`config.mk`:
```
export PLATFORM = sky130hd
export DESIGN_NAME = dmem_lsu_flat
export DESIGN_NICKNAME = d
export VERILOG_FILES = /design/src/rtl/config_pkg.sv /design/src/rtl/dmem_lsu_if.sv /design/src/rtl/lsu_lane_align.sv /design/src/rtl/dmem_lsu.sv /design/src/flat_wrapper.sv
export SDC_FILE = /design/constraint.sdc
export NUM_CORES = 1
export LEC_CHECK = 0
export ABC_AREA = 1
export CAP_MARGIN = 10
export CORE_ASPECT_RATIO = 0.9
export CORE_MARGIN = 2
export CORE_UTILIZATION = 50
export CTS_CLUSTER_SIZE = 12
export DETAILED_ROUTE_END_ITERATION = 12
export HOLD_SLACK_MARGIN = 0.02
export PLACE_DENSITY = 0.81
export SETUP_SLACK_MARGIN = 0.15
export SKIP_CTS_REPAIR_TIMING = 1
export SLEW_MARGIN = 15
export SYNTH_ARGS = -nofsm -noshare
export SYNTH_HDL_FRONTEND = slang
export SYNTH_SLANG_ARGS = --single-unit
```
`constraint.sdc`:
```
create_clock -name clk -period 2.8 [get_ports clk]
set_input_delay 0.42 -clock clk [delete_from_list [all_inputs] [get_ports clk]]
set_output_delay 0.42 -clock clk [all_outputs]
set_load 0.01 [all_outputs]
```
`src/rtl/config_pkg.sv`:
```
// Shared memory-system configuration: memory size, RISC-V load/store
// width encodings and the big-endian lane positions used by the LSU.
package config_pkg;

    // Words in the shared instruction/data memory.
    localparam int unsigned IMEMSZ = 1024;

    // Full-word access size driven on the dmem port.
    localparam logic [1:0] MEM_SIZE_WORD = 2'b10;

    // RISC-V funct3 encodings for loads and stores.
    typedef enum logic [2:0] {
        MEM_B  = 3'b000,
        MEM_H  = 3'b001,
        MEM_W  = 3'b010,
        MEM_BU = 3'b100,
        MEM_HU = 3'b101
    } mem_op_e;

    // LSB position of each lane inside a word; byte 0 is the most significant.
    localparam logic [4:0] MEM_LANE_B0 = 5'd24;
    localparam logic [4:0] MEM_LANE_B1 = 5'd16;
    localparam logic [4:0] MEM_LANE_B2 = 5'd8;
    localparam logic [4:0] MEM_LANE_B3 = 5'd0;
    localparam logic [4:0] MEM_LANE_H0 = 5'd16;
    localparam logic [4:0] MEM_LANE_H2 = 5'd0;

    // Shift that brings the addressed byte lane down to bits [7:0].
    function automatic logic [4:0] byte_lane_shift(input logic [1:0] offset);
        case (offset)
            2'd0:    return MEM_LANE_B0;
            2'd1:    return MEM_LANE_B1;
            2'd2:    return MEM_LANE_B2;
            default: return MEM_LANE_B3;
        endcase
    endfunction

    // Shift that brings the addressed halfword lane down to bits [15:0].
    function automatic logic [4:0] half_lane_shift(input logic offset_hi);
        return offset_hi ? MEM_LANE_H2 : MEM_LANE_H0;
    endfunction

endpackage

```
`src/rtl/dmem_lsu_if.sv`:
```
// Bus bundles around the LSU: the core-side request/response channel and
// the word-oriented dmem port towards the shared memory.

// Core <-> LSU request/response channel. The core is the master.
interface lsu_req_if;
    logic        req_valid;
    logic        req_ready;
    logic        req_we;
    logic [2:0]  req_op;
    logic [31:0] req_addr;
    logic [31:0] req_wdata;
    logic        resp_valid;
    logic [31:0] resp_rdata;
    logic        resp_err;

    modport master (
        output req_valid, req_we, req_op, req_addr, req_wdata,
        input  req_ready, resp_valid, resp_rdata, resp_err
    );

    modport slave (
        input  req_valid, req_we, req_op, req_addr, req_wdata,
        output req_ready, resp_valid, resp_rdata, resp_err
    );
endinterface

// LSU <-> memory port. The LSU is the master.
interface dmem_if;
    logic [31:0] addr;
    logic [1:0]  size;
    logic        read_en;
    logic        write_en;
    logic [31:0] write_data;
    logic [31:0] read_data;
    logic        ready;
    logic        fault;

    modport master (
        output addr, size, read_en, write_en, write_data,
        input  read_data, ready, fault
    );

    modport slave (
        input  addr, size, read_en, write_en, write_data,
        output read_data, ready, fault
    );
endinterface

```
`src/rtl/lsu_lane_align.sv`:
```
// Combinational lane handling for the LSU: extracts and extends the
// addressed lane of a read word for loads, and merges store data into
// the addressed lane of a read word for sub-word stores.
module lsu_lane_align
    import config_pkg::*;
(
    input  logic [2:0]  op_i,
    input  logic [1:0]  offset_i,
    input  logic [31:0] rd_word_i,
    input  logic [31:0] wdata_i,
    output logic [31:0] load_data_o,
    output logic [31:0] merged_word_o
);

    logic [4:0]  b_shift;
    logic [4:0]  h_shift;
    logic [31:0] b_word;
    logic [31:0] h_word;
    logic [7:0]  b_lane;
    logic [15:0] h_lane;

    // Lane select, extension and merge, all driven from the lane shift.
    always_comb begin
        // NOTE: every output gets a default first so no path through the case infers a latch.
        load_data_o   = rd_word_i;
        merged_word_o = wdata_i;

        b_shift = byte_lane_shift(offset_i);
        h_shift = half_lane_shift(offset_i[1]);
        b_word  = rd_word_i >> b_shift;
        h_word  = rd_word_i >> h_shift;
        b_lane  = b_word[7:0];
        h_lane  = h_word[15:0];

        case (op_i)
            MEM_B: begin
                load_data_o   = {{24{b_lane[7]}}, b_lane};
                merged_word_o = (rd_word_i & ~(32'h0000_00FF << b_shift))
                              | ({24'h0, wdata_i[7:0]} << b_shift);
            end
            MEM_BU: load_data_o = {24'h0, b_lane};
            MEM_H: begin
                load_data_o   = {{16{h_lane[15]}}, h_lane};
                merged_word_o = (rd_word_i & ~(32'h0000_FFFF << h_shift))
                              | ({16'h0, wdata_i[15:0]} << h_shift);
            end
            MEM_HU: load_data_o = {16'h0, h_lane};
            default: ;
        endcase
    end

endmodule

```
`src/rtl/dmem_lsu.sv`:
```
// Load/store unit: accepts one load or store at a time from the core and
// turns it into full-word accesses on the dmem port. Sub-word stores are
// done as read-modify-write; misaligned, out-of-range and faulted accesses
// come back to the core with resp_err set.
module dmem_lsu
    import config_pkg::*;
#(
    parameter int unsigned MEM_WORDS = config_pkg::IMEMSZ
) (
    input  logic      clk,
    input  logic      rst_n,
    lsu_req_if.slave  req,
    dmem_if.master    dmem
);

    // The lane merge of a sub-word store happens on the RWAIT->WR edge,
    // straight from the incoming read word, so the write strobe issues in
    // the cycle right after the read data arrives.
    typedef enum logic [2:0] {
        IDLE,
        RD,
        RWAIT,
        WR,
        WDONE,
        RESP,
        ERR
    } state_e;

    state_e      state_q;
    logic        req_ready_q;
    logic        resp_valid_q;
    logic        resp_err_q;
    logic [31:0] resp_rdata_q;
    logic        rd_en_q;
    logic        wr_en_q;
    logic [31:0] addr_q;
    logic [31:0] wdata_out_q;
    logic [2:0]  op_q;
    logic [1:0]  off_q;
    logic [31:0] store_q;
    logic        rmw_q;

    logic        op_legal;
    logic        misaligned;
    logic        out_of_range;
    logic        req_bad;
    logic [31:0] load_data;
    logic [31:0] merged_word;

    // Classify the incoming request before it is accepted.
    always_comb begin
        case (req.req_op)
            MEM_B, MEM_H, MEM_W: op_legal = 1'b1;
            MEM_BU, MEM_HU:      op_legal = !req.req_we;
            default:             op_legal = 1'b0;
        endcase
        misaligned   = ((req.req_op == MEM_H || req.req_op == MEM_HU) && req.req_addr[0])
                    || (req.req_op == MEM_W && req.req_addr[1:0] != 2'b00);
        out_of_range = {2'b00, req.req_addr[31:2]} >= MEM_WORDS;
        req_bad      = !op_legal || misaligned || out_of_range;
    end

    lsu_lane_align u_lane_align (
        .op_i          (op_q),
        .offset_i      (off_q),
        .rd_word_i     (dmem.read_data),
        .wdata_i       (store_q),
        .load_data_o   (load_data),
        .merged_word_o (merged_word)
    );

    // Access sequencer with registered handshake, response and strobe outputs.
    always_ff @(posedge clk or negedge rst_n) begin
        if (!rst_n) begin
            state_q      <= IDLE;
            req_ready_q  <= 1'b1;
            resp_valid_q <= 1'b0;
            resp_err_q   <= 1'b0;
            resp_rdata_q <= '0;
            rd_en_q      <= 1'b0;
            wr_en_q      <= 1'b0;
            addr_q       <= '0;
            wdata_out_q  <= '0;
            op_q         <= '0;
            off_q        <= '0;
            store_q      <= '0;
            rmw_q        <= 1'b0;
        end else begin
            // NOTE: non-blocking assignments keep every register reading the pre-edge values.
            resp_valid_q <= 1'b0;
            case (state_q)
                IDLE: begin
                    if (req.req_valid) begin
                        req_ready_q  <= 1'b0;
                        resp_err_q   <= 1'b0;
                        resp_rdata_q <= '0;
                        op_q         <= req.req_op;
                        off_q        <= req.req_addr[1:0];
                        store_q      <= req.req_wdata;
                        addr_q       <= {req.req_addr[31:2], 2'b00};
                        rmw_q        <= 1'b0;
                        if (req_bad) begin
                            state_q <= ERR;
                        end else if (!req.req_we) begin
                            state_q <= RD;
                            rd_en_q <= 1'b1;
                        end else if (req.req_op == MEM_W) begin
                            state_q     <= WR;
                            wr_en_q     <= 1'b1;
                            wdata_out_q <= req.req_wdata;
                        end else begin
                            state_q <= RD;
                            rd_en_q <= 1'b1;
                            rmw_q   <= 1'b1;
                        end
                    end
                end
                RD: begin
                    if (dmem.ready) begin
                        rd_en_q <= 1'b0;
                        state_q <= RWAIT;
                    end
                end
                RWAIT: begin
                    if (dmem.fault) begin
                        resp_err_q   <= 1'b1;
                        resp_valid_q <= 1'b1;
                        state_q      <= RESP;
                    end else if (rmw_q) begin
                        wdata_out_q <= merged_word;
                        wr_en_q     <= 1'b1;
                        state_q     <= WR;
                    end else begin
                        resp_rdata_q <= load_data;
                        resp_valid_q <= 1'b1;
                        state_q      <= RESP;
                    end
                end
                WR: begin
                    if (dmem.ready) begin
                        wr_en_q <= 1'b0;
                        state_q <= WDONE;
                    end
                end
                WDONE: begin
                    resp_err_q   <= dmem.fault;
                    resp_valid_q <= 1'b1;
                    state_q      <= RESP;
                end
                ERR: begin
                    resp_err_q   <= 1'b1;
                    resp_valid_q <= 1'b1;
                    state_q      <= RESP;
                end
                RESP: begin
                    req_ready_q <= 1'b1;
                    state_q     <= IDLE;
                end
                default: begin
                    state_q     <= IDLE;
                    req_ready_q <= 1'b1;
                    rd_en_q     <= 1'b0;
                    wr_en_q     <= 1'b0;
                end
            endcase
        end
    end

    assign req.req_ready   = req_ready_q;
    assign req.resp_valid  = resp_valid_q;
    assign req.resp_err    = resp_err_q;
    assign req.resp_rdata  = resp_rdata_q;
    assign dmem.addr       = addr_q;
    assign dmem.size       = MEM_SIZE_WORD;
    assign dmem.read_en    = rd_en_q;
    assign dmem.write_en   = wr_en_q;
    assign dmem.write_data = wdata_out_q;

endmodule

```
`src/flat_wrapper.sv`:
```
// flat-port wrapper written by rule: the top's interface ports become plain ports
module dmem_lsu_flat import config_pkg::*;
#(
    parameter int unsigned MEM_WORDS = config_pkg::IMEMSZ
)
  (clk, rst_n, req_req_valid, req_req_we, req_req_op, req_req_addr, req_req_wdata, req_req_ready, req_resp_valid, req_resp_rdata, req_resp_err, dmem_addr, dmem_size, dmem_read_en, dmem_write_en, dmem_write_data, dmem_read_data, dmem_ready, dmem_fault);
  lsu_req_if req_i ();
  dmem_if dmem_i ();
  input  logic clk;
  input  logic rst_n;
  input wire logic [$bits(req_i.req_valid)-1:0] req_req_valid;
  input wire logic [$bits(req_i.req_we)-1:0] req_req_we;
  input wire logic [$bits(req_i.req_op)-1:0] req_req_op;
  input wire logic [$bits(req_i.req_addr)-1:0] req_req_addr;
  input wire logic [$bits(req_i.req_wdata)-1:0] req_req_wdata;
  output wire logic [$bits(req_i.req_ready)-1:0] req_req_ready;
  output wire logic [$bits(req_i.resp_valid)-1:0] req_resp_valid;
  output wire logic [$bits(req_i.resp_rdata)-1:0] req_resp_rdata;
  output wire logic [$bits(req_i.resp_err)-1:0] req_resp_err;
  output wire logic [$bits(dmem_i.addr)-1:0] dmem_addr;
  output wire logic [$bits(dmem_i.size)-1:0] dmem_size;
  output wire logic [$bits(dmem_i.read_en)-1:0] dmem_read_en;
  output wire logic [$bits(dmem_i.write_en)-1:0] dmem_write_en;
  output wire logic [$bits(dmem_i.write_data)-1:0] dmem_write_data;
  input wire logic [$bits(dmem_i.read_data)-1:0] dmem_read_data;
  input wire logic [$bits(dmem_i.ready)-1:0] dmem_ready;
  input wire logic [$bits(dmem_i.fault)-1:0] dmem_fault;
  assign req_i.req_valid = req_req_valid;
  assign req_i.req_we = req_req_we;
  assign req_i.req_op = req_req_op;
  assign req_i.req_addr = req_req_addr;
  assign req_i.req_wdata = req_req_wdata;
  assign req_req_ready = req_i.req_ready;
  assign req_resp_valid = req_i.resp_valid;
  assign req_resp_rdata = req_i.resp_rdata;
  assign req_resp_err = req_i.resp_err;
  assign dmem_addr = dmem_i.addr;
  assign dmem_size = dmem_i.size;
  assign dmem_read_en = dmem_i.read_en;
  assign dmem_write_en = dmem_i.write_en;
  assign dmem_write_data = dmem_i.write_data;
  assign dmem_i.read_data = dmem_read_data;
  assign dmem_i.ready = dmem_ready;
  assign dmem_i.fault = dmem_fault;
  dmem_lsu #(.MEM_WORDS(MEM_WORDS)) u_core (.clk(clk), .rst_n(rst_n), .req(req_i), .dmem(dmem_i));
endmodule
```
==> impl_metrics.py, run 1 <==
metrics = {
    "cells_and_area": {
        "fillers": 1297,
        "diodes": 0,
        "layout.nets": 1412,
        "final_cell_mix": "nand2_1, clkdlybuf4s50_1, dfrtp_1",
        "area_delta_synth_final_pct": 35.2,
        "final_common_cell": "nand2_1",
        "drive_gt1_share_pct": 7.58,
        "layout.cells.non_filler": 1522,
    },
    "worst_setup_path": {
        "r2r_cells": 11,
        "crit_start": "u_core.state_q[1]",
        "crit_path_cell_trace": "inv_1, nand2_2, nor2_2, nand2_1, nand2_1, nor2_1, buf_4, inv_1, nor2_1, nand2_1, nand2_1",
        "r2r-end": "u_core.req.resp_rdata[12]",
        "crit_arrival_ns": 2.57,
        "r2r_slack_ns": 0.53,
        "setup.worst_path.class": "flop to flop",
        "critPathLaunchType": "flop",
        "worstPathRequired_ns": 3.10,
        "crit_top_cell": "nand2_1",
        "slowest_delay_ns": 0.43,
        "critical_path_peak_fanout": 21,
        "slowest_stage": "dfrtp_1",
        "r2r-start": "u_core.state_q[1]",
        "end_kind": "flop",
    },
    "floorplanning": {
        "pin_count": 208,
        "die_area_um2": 17000,
        "core_um2": 15500,
        "start_util_pct": 51.4,
        "fp.dieW_um": 137,
        "core.rowCount": 43,
        "die_y_um": 124,
    },
    "synth": {
        "synth_edf_count": 0,
        "postSynthAreaPerCell_um2": 7.05,
        "synthCells": 1129,
        "ys_seq_area_share_pct": 44.0,
        "ys_warn_count": 0,
        "synthDistinctLibCells": 29,
        "async_flop_share_pct": 100,
        "ys.flop_type": "dfrtp_1",
        "synth.cell_area_um2": 7960,
        "ys_ff_latch": 140,
    },
    "grt": {
        "grt_overflow": 0,
        "track_usage_pct": 31.7,
        "grt_max_degree": 64,
        "grt_antenna_before_repair": 0,
        "grt_pass1_wl_um": 41300,
        "grt_pass1_vias": 8086,
    },
    "drt": {
        "drt_wl_total_um": 25700,
        "first_iter_violations": 877,
        "wl_per_cell_um": 16.9,
        "dr.pass1.iters": 5,
        "viasPerCell": 5.38,
        "num_vias": 8193,
        "drc": 0,
        "drt.antenna.violating_nets": 0,
    },
    "power": {
        "peakVddDrop_mv": 0.648,
        "p_clk_share_pct": 19.4,
        "p_leak_uw": 0.00540,
        "p_seq_share_pct": 29.7,
        "cellPowerDensity_nw_per_um2": 1120,
        "switching_power_uw": 5120,
        "internal-power_uw": 6940,
        "comb_power_share_pct": 50.9,
        "switching_share_pct": 42.5,
    },
    "worst_hold_path": {
        "worstHoldPathType": "input port to async pin",
    },
    "place": {
        "dp.cells": 1490,
        "dp_hpwl_um": 18400,
        "gp_congestion": 0.994,
        "io_buffers": 203,
    },
    "outcome": {
        "violations": "negative hold slack",
        "status": "finished, violations left",
    },
    "sta": {
        "setup_tns_ns": 0,
        "slew_viol_final": 0,
        "finalCritPeriodShare_pct": 81.0,
        "setup_violations": 0,
        "hold_viol_final": 8,
        "worst_pin_slew_ns": 0.611,
        "fmax_mhz": 441,
        "finClkSkew_ns": 0.00767,
        "rsz0062_at_grt": "no",
        "slew_headroom_pct": 59.3,
        "fin_crit_ns": 2.27,
        "worst_hold_slack_ns": -0.00587,
    },
    "clocking": {
        "clk_pin_slew_ns": 0.06,
        "cts_sinks": 140,
        "cts_buffers": 17,
        "clockBufferDepth": 2,
        "htreeDepth": 4,
        "cts_tree": "built",
        "root_buffer": "clkbuf_16",
        "clkLatencyLatePin_ns": 0.43,
    },
    "flow_run": {
        "maxCapViolations": 0,
    },
}
worst max-delay path: cells and delay by family, from the launching register on:
kind                   cells  cell delay, ns
AND/OR/NAND/NOR            8            1.04
buffers and inverters      3            0.66
flip-flops                 1            0.43
power by group through the flow:
stage	sequential (uW)	combinational, uW	clock [uW]
final	3590	6140	2340
after floorplan	3670	3500	0
after global placement	3570	5950	0
after CTS	3560	6110	2370
after detailed placement	3570	6060	0
after global routing	3670	6840	2470
worst max path at each step:
| stage | end | slack [ns] | cells after the start |
|---|---|---|---|
| 2_1_floorplan | u_core.req.resp_rdata[16] | 1.12 | 11 |
| 3_3_place_gp | u_core.dmem.write_data[4] | 0.46 | 11 |
| 3_5_place_dp | u_core.dmem.write_data[16] | 0.36 | 12 |
| 4_1_cts | u_core.req.resp_rdata[12] | 0.57 | 11 |
| 5_1_grt | u_core.req.resp_rdata[12] | 0.38 | 11 |
| 6_report | u_core.req.resp_rdata[12] | 0.53 | 11 |
registers in the layout, indices dropped and copies added (netlist names):
signal and count:
u_core.off_q 2, u_core.req.req_ready 1, u_core.dmem.write_data 32, u_core.dmem.write_en 1
u_core.rmw_q 1, u_core.req.resp_err 1, u_core.req.resp_rdata 32, u_core.dmem.read_en 1
u_core.dmem.addr 30, u_core.req.resp_valid 1, u_core.op_q 3, u_core.state_q 3
u_core.store_q 32
routing by layer:
metal	vias to the layer above	GRT usage [%]	wire, um
li1	3941	-	-
met1	3747	41.1	10600
met2	456	50.2	11800
met3	49	8.87	2470
met4	0	13.2	894
met5	-	0	0
metrics by stage:
step | worst slack (ns) | util [%] | total power, uW | hold slack (ns) | area [um^2]
2_1_floorplan | 1.12 | - | 7170 | 0.124 | 7970
3_3_place_gp | 0.456 | 65.6 | 9520 | 0.451 | 10200
3_5_place_dp | 0.357 | 65.6 | 9630 | 0.456 | 10200
4_1_cts | 0.567 | 69.5 | 12000 | 0.0120 | 10800
5_1_grt | 0.380 | 69.5 | 13000 | 0.0313 | 10800
6_report | 0.531 | 69.5 | 12100 | -0.00587 | 10800
synthesized netlist by cell type (all sizes together), types with 3 or more instances:
cell / instances / share of area [%]
nand4: 38 / 3.0
nand2: 405 / 19
dfrtp: 139 / 44
inv: 108 / 5.1
nor2: 140 / 6.7
buf: 38 / 2.5
o221ai: 3 / 0.33
o21a: 4 / 0.38
a21oi: 27 / 1.7
clkbuf: 31 / 1.5
o211ai: 21 / 2.0
mux2: 34 / 4.8
o21ai: 70 / 4.4
nand3: 61 / 3.9
kinds of logic (layout without fill, tap and decap cells):
group | count (synthesis) | count (layout) | share of synthesized area (%)
other cells | 2 | 4 | 0.0943
buf+inv | 177 | 366 | 9.08
simple gates | 647 | 647 | 32.9
compound gates | 129 | 129 | 9.11
flops | 140 | 140 | 44.0
mux | 34 | 34 | 4.81
layout make-up:
class	instances	area [um^2]	share of cell area [%]
Timing Repair Buffer	226	2240	20.8
Inverter	108	405	3.76
Sequential cell	140	3500	32.5
Clock buffer	20	447	4.15
Tap cell	202	253	2.35
Multi-Input combinational cell	814	3750	34.9
Clock inverter	12	163	1.51
(Power assumes the default switching activity.)
==> run 2, diff against run 1 <==
==> constraint.sdc (replaced) <==
create_clock -name clk -period 2.35 [get_ports clk]
set_input_delay 0.3525 -clock clk [delete_from_list [all_inputs] [get_ports clk]]
set_output_delay 0.3525 -clock clk [all_outputs]
set_load 0.01 [all_outputs]
==> run 2 against run 1 <==
  * The run now ends clean
  * Clock-buffer cell count fell by 3
  * Clock power is 14% higher
  * Via count grew 1.1%
  * First-iteration DRC count is 7.6% lower
  * Worst hold slack gained 0.47 ns
  * Utilization up 0.80 points
  * Critical endpoint is now u_core.req.resp_rdata[6]
  * Largest cell class unchanged
  * Highest routed layer unchanged
==> impl_metrics.py, run 2 (synthesis gave the netlist of run 1 again) <==
metrics = {
    "outcome": {
        "status": "finished, final reports clean",
    },
    "place": {
        "placed_cell_area_um2": 10300,
        "dp_slack_ns": 0.184,
        "io_buffers": 203,
        "gp_congestion": 0.977,
        "dp_hpwl_um": 18800,
    },
    "drt": {
        "drt.antenna.violating_nets": 0,
        "num_vias": 8284,
        "first_iter_violations": 810,
        "wl_per_cell_um": 16.4,
        "drt_wl_total_um": 25300,
        "viasPerCell": 5.39,
        "drc": 0,
        "dr.pass1.iters": 5,
    },
    "power": {
        "comb_power_share_pct": 52.0,
        "cellPowerDensity_nw_per_um2": 1330,
        "p_seq_share_pct": 29.5,
        "switching_power_uw": 6180,
        "p_clk_share_pct": 18.5,
        "peakVddDrop_mv": 0.811,
        "p_leak_uw": 0.00548,
        "switching_share_pct": 42.8,
        "internal-power_uw": 8260,
    },
    "cells_and_area": {
        "area_delta_synth_final_pct": 36.8,
        "finalInstanceArea_um2": 10900,
        "drive_gt1_share_pct": 8.76,
        "final_common_cell": "nand2_1",
        "diodes": 0,
        "fin_util_pct": 70.3,
        "fillers": 1336,
        "final_cell_mix": "nand2_1, clkdlybuf4s50_1, dfrtp_1",
        "layout.nets": 1428,
    },
    "clocking": {
        "clockBufferDepth": 2,
        "htreeDepth": 4,
        "clk_pin_slew_ns": 0.07,
        "clkLatencyLatePin_ns": 0.42,
        "cts_sinks": 140,
        "root_buffer": "clkbuf_16",
        "cts_tree": "built",
        "cts_buffers": 17,
    },
    "floorplanning": {
        "fp.dieW_um": 137,
        "core.rowCount": 43,
        "die_area_um2": 17000,
        "core_um2": 15500,
        "die_y_um": 124,
        "start_util_pct": 51.4,
        "pin_count": 208,
    },
    "sta": {
        "rsz0062_at_grt": "no",
        "setup_tns_ns": 0,
        "finalCritPeriodShare_pct": 87.2,
        "fin_ws_ns": 0.302,
        "fin_crit_ns": 2.05,
        "worst_pin_slew_ns": 0.558,
        "slew_viol_final": 0,
        "setup_violations": 0,
        "hold_viol_final": 0,
        "fmax_mhz": 488,
        "finClkSkew_ns": 0.00875,
        "slew_headroom_pct": 62.8,
    },
    "worst_setup_path": {
        "crit_arrival_ns": 2.38,
        "setup.worst_path.class": "flop to flop",
        "worstPathRequired_ns": 2.68,
        "r2r_slack_ns": 0.30,
        "critical_path_peak_fanout": 32,
        "r2r-end": "u_core.req.resp_rdata[6]",
        "critPathLaunchType": "flop",
        "crit_start": "u_core.state_q[1]",
        "end_kind": "flop",
        "r2r_cells": 9,
        "r2r-start": "u_core.state_q[1]",
    },
    "grt": {
        "grt_pass1_wl_um": 40800,
        "grt_max_degree": 68,
        "grt_antenna_before_repair": 0,
        "track_usage_pct": 31.1,
        "grt_overflow": 0,
        "grt_pass1_vias": 8080,
    },
    "flow_run": {
        "maxCapViolations": 0,
    },
    "worst_hold_path": {
        "worstHoldPathType": "input port to async pin",
    },
}
run 2: changes by cell type in the layout (fill, tap and decap cells not counted), moves of 2 or more:
cell | before | now
clkbuf_1 | 2 | 0
inv_8 | 0 | 4
clkinvlp_4 | 2 | 0
buf_4 | 20 | 33
buf_12 | 3 | 5
inv_6 | 2 | 5
bufinv_16 | 3 | 1
run 2: power groups by stage:
| stage | combinational, uW | clock (uW) | sequential (uW) |
|---|---|---|---|
| after CTS | 7490 | 2700 | 4230 |
| after global placement | 7310 | 0 | 4230 |
| after floorplan | 4170 | 0 | 4370 |
| final | 7510 | 2670 | 4260 |
| after global routing | 8340 | 2820 | 4370 |
| after detailed placement | 7440 | 0 | 4250 |
run 2: how the worst max path moves through the flow:
stage	endpoint	slack [ns]	depth (start not counted)
floorplan	u_core.req.resp_rdata[16]	0.67	11
global placement	u_core.dmem.write_data[1]	0.24	11
detailed placement	u_core.dmem.write_data[30]	0.18	11
CTS	u_core.req.resp_rdata[6]	0.17	9
global route	u_core.req.resp_rdata[6]	0.17	9
finish	u_core.req.resp_rdata[6]	0.30	9
run 2: layer usage:
metal	up-vias	global-route usage, %	routed length, um
li1	3968	-	-
met1	3858	39.9	10500
met2	403	50.2	11800
met3	55	8.63	2280
met4	0	11.9	800
met5	-	0	0
run 2: final cells by class:
cell class	instances	area, um^2	area share [%]
multi-input cells	814	3760	34.5
flip-flops and latches	140	3500	32.2
repair buffers	242	2390	22.0
clock buffers	17	425	3.91
inverters	108	405	3.72
well taps	202	253	2.32
clock inverters	15	155	1.42
run 2: through the flow:
stage	total power [uW]	hold slack (ns)	cells
after floorplan	8550	0.0569	1131
after global placement	11500	0.355	1505
after detailed placement	11700	0.358	1505
after CTS	14400	-0.0873	1537
after global routing	15500	0.494	1538
final	14400	0.466	1538
run 2: worst max-delay path, stage by stage, from the launching register on:
cell,delay (ns)
dfrtp_1,0.44
inv_1,0.17
nand2_2,0.13
nor2_4,0.23
nand2_1,0.17
nand2_1,0.11
or3_1,0.12
buf_4,0.31
nand2_1,0.14
o21ai_0,0.11
==> run 3, diff against run 2 <==
--- a/config.mk
+++ b/config.mk
@@ -5,15 +5,14 @@
 export SDC_FILE = /design/constraint.sdc
 export NUM_CORES = 1
 export LEC_CHECK = 0
-export ABC_AREA = 1
 export CAP_MARGIN = 10
 export CORE_ASPECT_RATIO = 0.9
 export CORE_MARGIN = 2
-export CORE_UTILIZATION = 50
+export CORE_UTILIZATION = 48
 export CTS_CLUSTER_SIZE = 12
 export DETAILED_ROUTE_END_ITERATION = 12
 export HOLD_SLACK_MARGIN = 0.02
-export PLACE_DENSITY = 0.81
+export PLACE_DENSITY = 0.79
 export SETUP_SLACK_MARGIN = 0.15
 export SKIP_CTS_REPAIR_TIMING = 1
 export SLEW_MARGIN = 15
==> run 3 against run 2 <==
  * Clock-buffer cell count increased by 7
  * Largest power group unchanged
  * Critical endpoint is now u_core.dmem.write_data[29]
  * Cell count fell by 28%
  * First-iteration DRC count down 35%
  * Synthesized cell count shrank 40%
  * Setup slack got worse by 0.020 ns
  * Total power shrank 4.3%
  * Clock power fell by 9.4%
  * Combinational power fell by 7.7%
  * Cell area is 5.1% lower
==> impl_metrics.py, run 3 <==
metrics = {
    "outcome": {
        "status": "finished, final reports clean",
    },
    "floorplanning": {
        "die_area_um2": 16200,
        "start_util_pct": 49.3,
        "fp.dieW_um": 134,
        "core.rowCount": 42,
        "die_y_um": 121,
        "pin_count": 208,
        "core_um2": 14800,
    },
    "sta": {
        "worst_pin_slew_ns": 0.793,
        "fmax_mhz": 484,
        "setup_tns_ns": 0,
        "slew_viol_final": 0,
        "fin_crit_ns": 2.07,
        "slew_headroom_pct": 46.9,
        "hold_viol_final": 0,
        "setup_violations": 0,
        "rsz0062_at_grt": "no",
        "fin_ws_ns": 0.282,
        "finalCritPeriodShare_pct": 88.0,
        "finClkSkew_ns": 0.00570,
    },
    "clocking": {
        "clkLatencyLatePin_ns": 0.42,
        "root_buffer": "clkbuf_16",
        "cts_tree": "built",
        "cts_sinks": 140,
        "cts_buffers": 17,
        "clockBufferDepth": 2,
        "htreeDepth": 4,
        "clk_pin_slew_ns": 0.06,
    },
    "worst_setup_path": {
        "r2r-end": "u_core.dmem.write_data[30]",
        "slowest_stage": "clkdlybuf4s50_1",
        "slowest_delay_ns": 0.43,
        "worstPathRequired_ns": 2.65,
        "endpoint": "u_core.dmem.write_data[29]",
        "setup.worst_path.class": "input port to flop",
        "crit_path_cell_trace": "clkdlybuf4s50_1, nor4_1, buf_4, nand4_1, nor2_2, o211ai_4, buf_12, mux2_4",
        "r2r-start": "u_core.off_q[1]",
        "crit_start": "req_req_addr[31]",
        "r2r_cells": 6,
        "critPathLaunchType": "input port",
        "critical_path_peak_fanout": 32,
        "crit_arrival_ns": 2.37,
        "r2r_slack_ns": 0.29,
        "end_kind": "flop",
    },
    "synth": {
        "synth_edf_count": 0,
        "yosys.area.top_type": "dfrtp_1",
        "synthTopCellsByArea": "dfrtp_1, mux2_2, mux2_4, o21ai_0, nand2_1",
        "ys.flop_type": "dfrtp_1",
        "ys_ff_latch": 140,
        "ys_seq_area_share_pct": 47.9,
        "synthDistinctLibCells": 52,
        "postSynthAreaPerCell_um2": 10.8,
        "ys_top_cells_by_count": "dfrtp_1, mux2_2, o21ai_0, nand2_1, nor2_1",
        "async_flop_share_pct": 100,
        "synth_most_common_cell": "dfrtp_1",
        "synth_top_area_share_pct": 47.6,
        "ys_warn_count": 0,
        "synth.cell_area_um2": 7310,
        "synthCells": 676,
    },
    "grt": {
        "grt_max_degree": 57,
        "grt_pass1_wl_um": 34900,
        "track_usage_pct": 28.2,
        "grt_pass1_vias": 6409,
        "grt_antenna_before_repair": 0,
        "grt_overflow": 0,
    },
    "cells_and_area": {
        "layout.nets": 1005,
        "area_delta_synth_final_pct": 41.4,
        "final_cell_mix": "clkdlybuf4s50_1, dfrtp_1, mux2_2",
        "final_common_cell": "clkdlybuf4s50_1",
        "diodes": 0,
        "drive_gt1_share_pct": 23.5,
    },
    "place": {
        "gp_congestion": 1.01,
        "dp_slack_ns": -0.224,
        "dp_hpwl_um": 16900,
        "io_buffers": 203,
    },
    "flow_run": {
        "maxCapViolations": 0,
    },
    "drt": {
        "num_vias": 6321,
        "first_iter_violations": 527,
        "drt_wl_total_um": 22600,
        "viasPerCell": 5.70,
        "drc": 0,
        "drt.antenna.violating_nets": 0,
        "wl_per_cell_um": 20.4,
        "dr.pass1.iters": 5,
    },
    "power": {
        "p_leak_uw": 0.00441,
        "peakVddDrop_mv": 0.774,
        "cellPowerDensity_nw_per_um2": 1340,
    },
    "worst_hold_path": {
        "worstHoldPathType": "input port to async pin",
    },
}
[run 3: cell types whose count changed in the layout (fill, tap and decap cells not counted), sizes merged, moves of 13 or more]
cell | previous run | this run
a22o | 0 | 13
inv | 117 | 5
mux2 | 34 | 107
mux2i | 0 | 14
nand2 | 405 | 70
nand3 | 61 | 2
nand4 | 38 | 2
nor2 | 140 | 38
nor2b | 0 | 21
o211ai | 21 | 1
o21ai | 70 | 85
[run 3: worst min-delay path by stage]
| stage | slack (ns) | to | startpoint | cells past startpoint |
|---|---|---|---|---|
| floorplan | 0.06 | u_core.dmem.addr[10] | rst_n | 0 |
| global placement | 0.34 | u_core.store_q[22] | rst_n | 1 |
| detailed placement | 0.35 | u_core.store_q[22] | rst_n | 1 |
| CTS | -0.09 | u_core.store_q[22] | rst_n | 1 |
| global route | 0.51 | u_core.req.resp_rdata[21] | u_core.req.resp_rdata[21] | 2 |
| finish | 0.47 | u_core.store_q[20] | rst_n | 2 |
[run 3: critical path, delay by kind of cell]
family / cells / cell delay [ns]
compound gates: 1 / 0.10
mux: 1 / 0.33
buf+inv: 3 / 0.81
simple gates: 3 / 0.75
[run 3: logic make-up (layout without fill, tap and decap cells)]
logic type      after synthesis  after routing  share of synthesized area, %
buf+inv                      56            289                          3.89
simple gates                177            177                          11.8
flops                       140            140                          47.9
compound gates              180            180                          16.3
other cells                   2              4                         0.103
mux                         121            121                          19.9
[run 3: final cells by class]
cell class / count / area (um^2)
Timing Repair Buffer: 253 / 2460
Inverter: 6 / 22.5
Clock buffer: 24 / 492
Fill cell: 1078 / 4480
Clock inverter: 6 / 38.8
Sequential cell: 140 / 3510
Multi-Input combinational cell: 482 / 3570
Tap cell: 198 / 248
[run 3: power breakdown]
part	internal [uW]	switching (uW)
combinational	3710	3220
clock	1440	977
sequential	3550	919
total	8700	5120
[run 3: through the flow]
stage	cells	utilization [%]	hold WS, ns	total power (uW)	instance area (um^2)
2_1_floorplan	678	-	0.0569	8200	7320
3_3_place_gp	1078	65.9	0.342	11000	9770
3_5_place_dp	1078	65.9	0.352	11300	9770
4_1_cts	1108	69.5	-0.0927	13800	10300
5_1_grt	1109	69.8	0.513	14600	10300
6_report	1109	69.8	0.475	13800	10300
[run 3: routing by layer]
metal | up-vias | routed length (um) | track usage, %
met4 | 0 | 543 | 10.1
met5 | - | 0 | 0
li1 | 2886 | - | -
met2 | 330 | 10800 | 46.5
met3 | 36 | 2200 | 8.02
met1 | 3069 | 9040 | 35.8
==> RTL change 1: new RTL, config.mk and constraints of run 3 <==
Re-encode `state_e` (7 states) as Gray code, 3 bits wide.
--- a/src/rtl/dmem_lsu.sv
+++ b/src/rtl/dmem_lsu.sv
@@ -17,13 +17,13 @@
     // straight from the incoming read word, so the write strobe issues in
     // the cycle right after the read data arrives.
     typedef enum logic [2:0] {
-        IDLE,
-        RD,
-        RWAIT,
-        WR,
-        WDONE,
-        RESP,
-        ERR
+        IDLE  = 3'b000,
+        RD    = 3'b001,
+        RWAIT = 3'b011,
+        WR    = 3'b010,
+        WDONE = 3'b110,
+        RESP  = 3'b111,
+        ERR   = 3'b101
     } state_e;
 
     state_e      state_q;
Formal check against the unedited RTL: no difference found for any inputs over 4 cycles, from zero or initial values and one cycle with rst_n low; so few cycles prove little.
==> RTL change 1 against run 3 <==
Design area fell by 1.1%. Clock skew rose by 0.0017 ns. Largest power group unchanged. Setup slack got worse by 0.093 ns. Total power rose by 1.1%. Count of clock-buffer cells in the layout fell by 4. Synthesized area fell by 2.1%. Die area fell by 2.0%. Sequential power fell by 1%. Core utilization barely moved. Routed wire length fell by 3.3%. Sequential cell count did not move. Register-to-register slack barely moved. Critical endpoint is now u_core.dmem.write_data[14]. Clock power rose by 17%.
==> RTL change 1: results (changes against run 3) <==
| Metric | Value |
|---|---|
| Status | complete, no violations (unchanged) |
| Worst-path maximum fanout | 13 (was 32) |
| Yosys warning total | 0 (unchanged) |
| Worst IR Drop VDD | 0.000665 V (was 0.000774 V) |
| IO buf count | 203 (unchanged) |
| Final Cell Area | 10200 um2 (was 10300 um2) |
| Top post-synthesis cells by count | dfrtp_1, nand2_1, o21ai_0 (was dfrtp_1, mux2_2, o21ai_0) |
| Num CTS Buffers | 17 (unchanged) |
| Worst-path clk slew | 0.06 ns (about the same) |
| Seq/Total Area, Yosys | 0.490 (was 0.479) |
| Layout cells sized above 1 | 0.159 (was 0.235) |
| Asr flop ratio synth | 1.00 (unchanged) |
| Synth top area cells | dfrtp_1, mux2_1, o21ai_0 (was dfrtp_1, mux2_2, mux2_4) |
| Worst-Margin Slew | 0.552 ns (was 0.793 ns) |
| Synth Instances | 674 (was 676) |
| Nets | 991 (was 1005) |
| Lkg Pwr | 4.50 nW (was 4.41 nW) |
| First-pass GRT wire length | 34200 um (was 34900 um) |
| Via/cell ratio | 5.77 (was 5.70) |
| Vias in the first global route | 6472 (was 6409) |
| Filler cell count | 1021 (was 1078) |
| Detailed Routing Iterations Pass 1 | 8 (was 5) |
| Clock Root Buffer | clkbuf_16 (unchanged) |
| Antenna violations before repair | 1 (was 0) |
| DRT iter0 DRCs | 557 (was 527) |
| Tot GR Track Use | 0.277 (was 0.282) |
| Largest net degree at the start of global routing | 58 (was 57) |
| Average routed wire per standard cell | 19.9 um (was 20.4 um) |
| Area after DPL | 9520 um2 (was 9770 um2) |
| Layout Cells excl Fill | 1098 (was 1109) |
| Clock Latency Late Sink | between 0.4 and 0.5 ns |
| DP HPWL | 15800 um (was 16900 um) |
| Worst Hold Class | in -> async (unchanged) |
| Gpl congestion | 0.924 (was 1.01) |
| Setup Skew | 0.00745 ns (was 0.00570 ns) |
| Worst-case clock buffer depth | 2 (unchanged) |
| H-tree levels | 4 (unchanged) |
| Cell variety after synth | 58 (was 52) |
## RTL change 1: changes by cell type after synthesis, moves of 10 or more
cell      before  now
mux2_1         0   40
mux2i_1       14   30
nor2_1        34   23
a211oi_1      10    0
nand2_1       70   80
mux2_2        77   34
a21oi_1       25   41
nor2b_1       21    4
a221oi_1      12    1
o21ai_2       11    1
## RTL change 1: path summary, 6_finish.rpt
| check | end | from | cells after the start | slack (ns) |
|---|---|---|---|---|
| hold reg to reg | u_core.req.req_ready | u_core.req.req_ready | 2 | 0.48 |
| hold / removal | u_core.store_q[3] | rst_n | 2 | 0.43 |
| setup / recovery | u_core.dmem.write_data[14] | req_req_addr[12] | 7 | 0.19 |
| min in group clk | u_core.req.req_ready | u_core.req.req_ready | 2 | 0.48 |
| setup reg to reg | u_core.dmem.write_data[24] | u_core.op_q[2] | 5 | 0.29 |
| max in group asynchronous | u_core.store_q[28] | rst_n | 3 | 1.20 |
## RTL change 1: logic make-up (layout without fill, tap and decap cells)
logic type | Yosys count | after routing | share of synthesized area
AOI/OAI and AO/OA | 189 | 189 | 0.160
DFF | 140 | 140 | 0.490
and+or+nand+nor | 153 | 153 | 0.0996
muxes | 127 | 127 | 0.208
other | 2 | 5 | 0.00105
xor gates and xnor gates | 1 | 1 | 0.00122
buffers and inverters | 62 | 285 | 0.0404
## RTL change 1: final cells by class
class	count	area, um2	share of cell area
multi-input combinational	474	3420	0.334
antenna	1	2.50	0.000245
clock buffer	20	457	0.0447
timing repair buffer	240	2380	0.233
clock inverter	12	169	0.0165
tap	198	248	0.0242
inverter	13	48.8	0.00477
sequential	140	3500	0.343
## RTL change 1: critical path: stages
cell and delay (ns):
clkdlybuf4s50_1 0.56, nor4b_2 0.27, and3_2 0.27, nor4_4 0.06
o311ai_4 0.35, clkbuf_16 0.29, mux2_4 0.31
## RTL change 1: report_power, final
part	total (mW)	switching, mW	internal [mW]	leakage, nW
combinational	6.72	3.27	3.45	2.47
sequential	4.42	0.864	3.55	1.72
clock	2.84	1.02	1.82	0.306
## RTL change 1: routing by layer
metal / global-route usage / part of all wire / up-vias
li1: - / - / 2864
met1: 0.353 / 0.41 / 3046
met2: 0.436 / 0.47 / 376
met3: 0.0896 / 0.098 / 52
met4: 0.116 / 0.029 / 0
met5: 0 / 0 / -
## RTL change 1: through the flow
step	TNS [ns]	setup WS, ns
global placement	-6.56	-0.207
global route	0	0.122
CTS	0	0.198
finish	0	0.189
detailed placement	-7.03	-0.240
floorplan	0	0.488
==> RTL change 2: new RTL, flow settings as in run 3 <==
Made on the original files. Remove the case item `MEM_B` of the case on `op_i`.
--- a/src/rtl/lsu_lane_align.sv
+++ b/src/rtl/lsu_lane_align.sv
@@ -33,11 +33,6 @@
         h_lane  = h_word[15:0];
 
         case (op_i)
-            MEM_B: begin
-                load_data_o   = {{24{b_lane[7]}}, b_lane};
-                merged_word_o = (rd_word_i & ~(32'h0000_00FF << b_shift))
-                              | ({24'h0, wdata_i[7:0]} << b_shift);
-            end
             MEM_BU: load_data_o = {24'h0, b_lane};
             MEM_H: begin
                 load_data_o   = {{16{h_lane[15]}}, h_lane};
Behaviour: not the same (a bounded check fails within 4 cycles, from zero or initial values and one cycle with rst_n low).
==> RTL change 2 against run 3 <==
Sequential cell count unchanged. Global-route usage fell by 1.5 points. Total power decreased by 3.8%. Count of clock-buffer cells in the layout unchanged. Cell count decreased by 5.5%. Clock power increased by 19%. Core utilization is 0.89 points higher. Synthesized area fell by 4.9%. Routed wire length down 10%. Synthesized cell count shrank 6.4%. Setup slack worse by 0.034 ns. Design area is 3.6% lower. Maximum frequency is 1.6% lower.
==> RTL change 2: results (changes against run 3) <==
| Metric | Value |
|---|---|
| Gpl congestion | 0.910 (was 1.01) |
| Met2 usage | 0.400 (was 0.465) |
| Lkg Pwr | 4.27 nW (was 4.41 nW) |
| Worst-Margin Slew | 0.964 ns (was 0.793 ns) |
| Seq. pwr | 4.37 mW (was 4.47 mW) |
| Compound-Gate Fraction of Synth Area | 0.117 (was 0.163) |
| Vias in the first global route | 5933 (was 6409) |
| Placed Instances | 1012 (was 1078) |
| Tot GR Track Use | 0.268 (was 0.282) |
| Pre-CTS WS | -0.00853 ns (was -0.224 ns) |
| Via/cell ratio | 5.49 (was 5.70) |
| Metal1 wirelength | 8730 um (was 9040 um) |
| Average routed wire per standard cell | 19.4 um (was 20.4 um) |
| Met1 Track Usage GR | 0.355 (was 0.358) |
| Worst IR Drop VDD | 0.000704 V (was 0.000774 V) |
| Routed wl met3 | 1690 um (was 2200 um) |
| Worst-path maximum fanout | 12 (was 32) |
| Largest net degree at the start of global routing | 53 (was 57) |
| Register share of total power | 0.328 (was 0.323) |
| Cell variety after synth | 50 (was 52) |
| Met3 global-route usage | 0.0887 (was 0.0802) |
| Critical Path AT | 2.41 ns (was 2.37 ns) |
| Total wire length | 20300 um (was 22600 um) |
| Synth top area cells | dfrtp_1, mux2_2, mux2_4 (unchanged) |
| Status | complete, no violations (unchanged) |
| Nets | 947 (was 1005) |
| Seq/Total Area, Yosys | 0.504 (was 0.479) |
==> RTL change 2: cell count changes after synthesis, sizes merged, moves of 10 or more <==
cell / change
mux2i: +27
nor2b: -19
a211oi: -10
nand2: +24
==> RTL change 2: critical path: stages (launching register included) <==
cell	delay, ns
dfrtp_1	0.57
or2_1	0.29
nor2_1	0.07
o21a_1	0.21
o221ai_4	0.15
buf_4	0.18
buf_12	0.16
mux2_2	0.34
==> RTL change 2: path summary, 6_finish.rpt <==
check                      cells after the start                    endpoint  slack (ns)                 startpoint
max in group asynchronous                      3    u_core.req.resp_rdata[3]        1.12                      rst_n
min reg2reg                                    2   u_core.req.resp_rdata[23]        0.48  u_core.req.resp_rdata[23]
min                                            2   u_core.dmem.write_data[5]        0.44                      rst_n
min in group clk                               2   u_core.req.resp_rdata[23]        0.48  u_core.req.resp_rdata[23]
max reg2reg                                    7  u_core.dmem.write_data[31]        0.25          u_core.state_q[0]
max                                            7  u_core.dmem.write_data[31]        0.25          u_core.state_q[0]
==> RTL change 2: cell families after synthesis <==
family	after synthesis
buf+inv	47
simple gates	166
mux	140
flops	140
compound gates	138
other cells	2
==> RTL change 2: per-stage QoR <==
stage / area (um2) / util / hold WS, ns
2_1_floorplan: 6960 / - / 0.0569
3_3_place_gp: 9260 / 0.656 / 0.329
6_report: 9970 / 0.706 / 0.443
4_1_cts: 9910 / 0.702 / -0.117
5_1_grt: 9970 / 0.706 / 0.472
3_5_place_dp: 9260 / 0.656 / 0.330
==> RTL change 2: cell type report <==
cell class / instances / area, um2
clock buffer: 24 / 522
clock inverter: 8 / 128
fill: 983 / 4140
inverter: 3 / 11.3
multi-input combinational: 448 / 3240
sequential: 140 / 3500
tap: 193 / 241
timing repair buffer: 232 / 2320
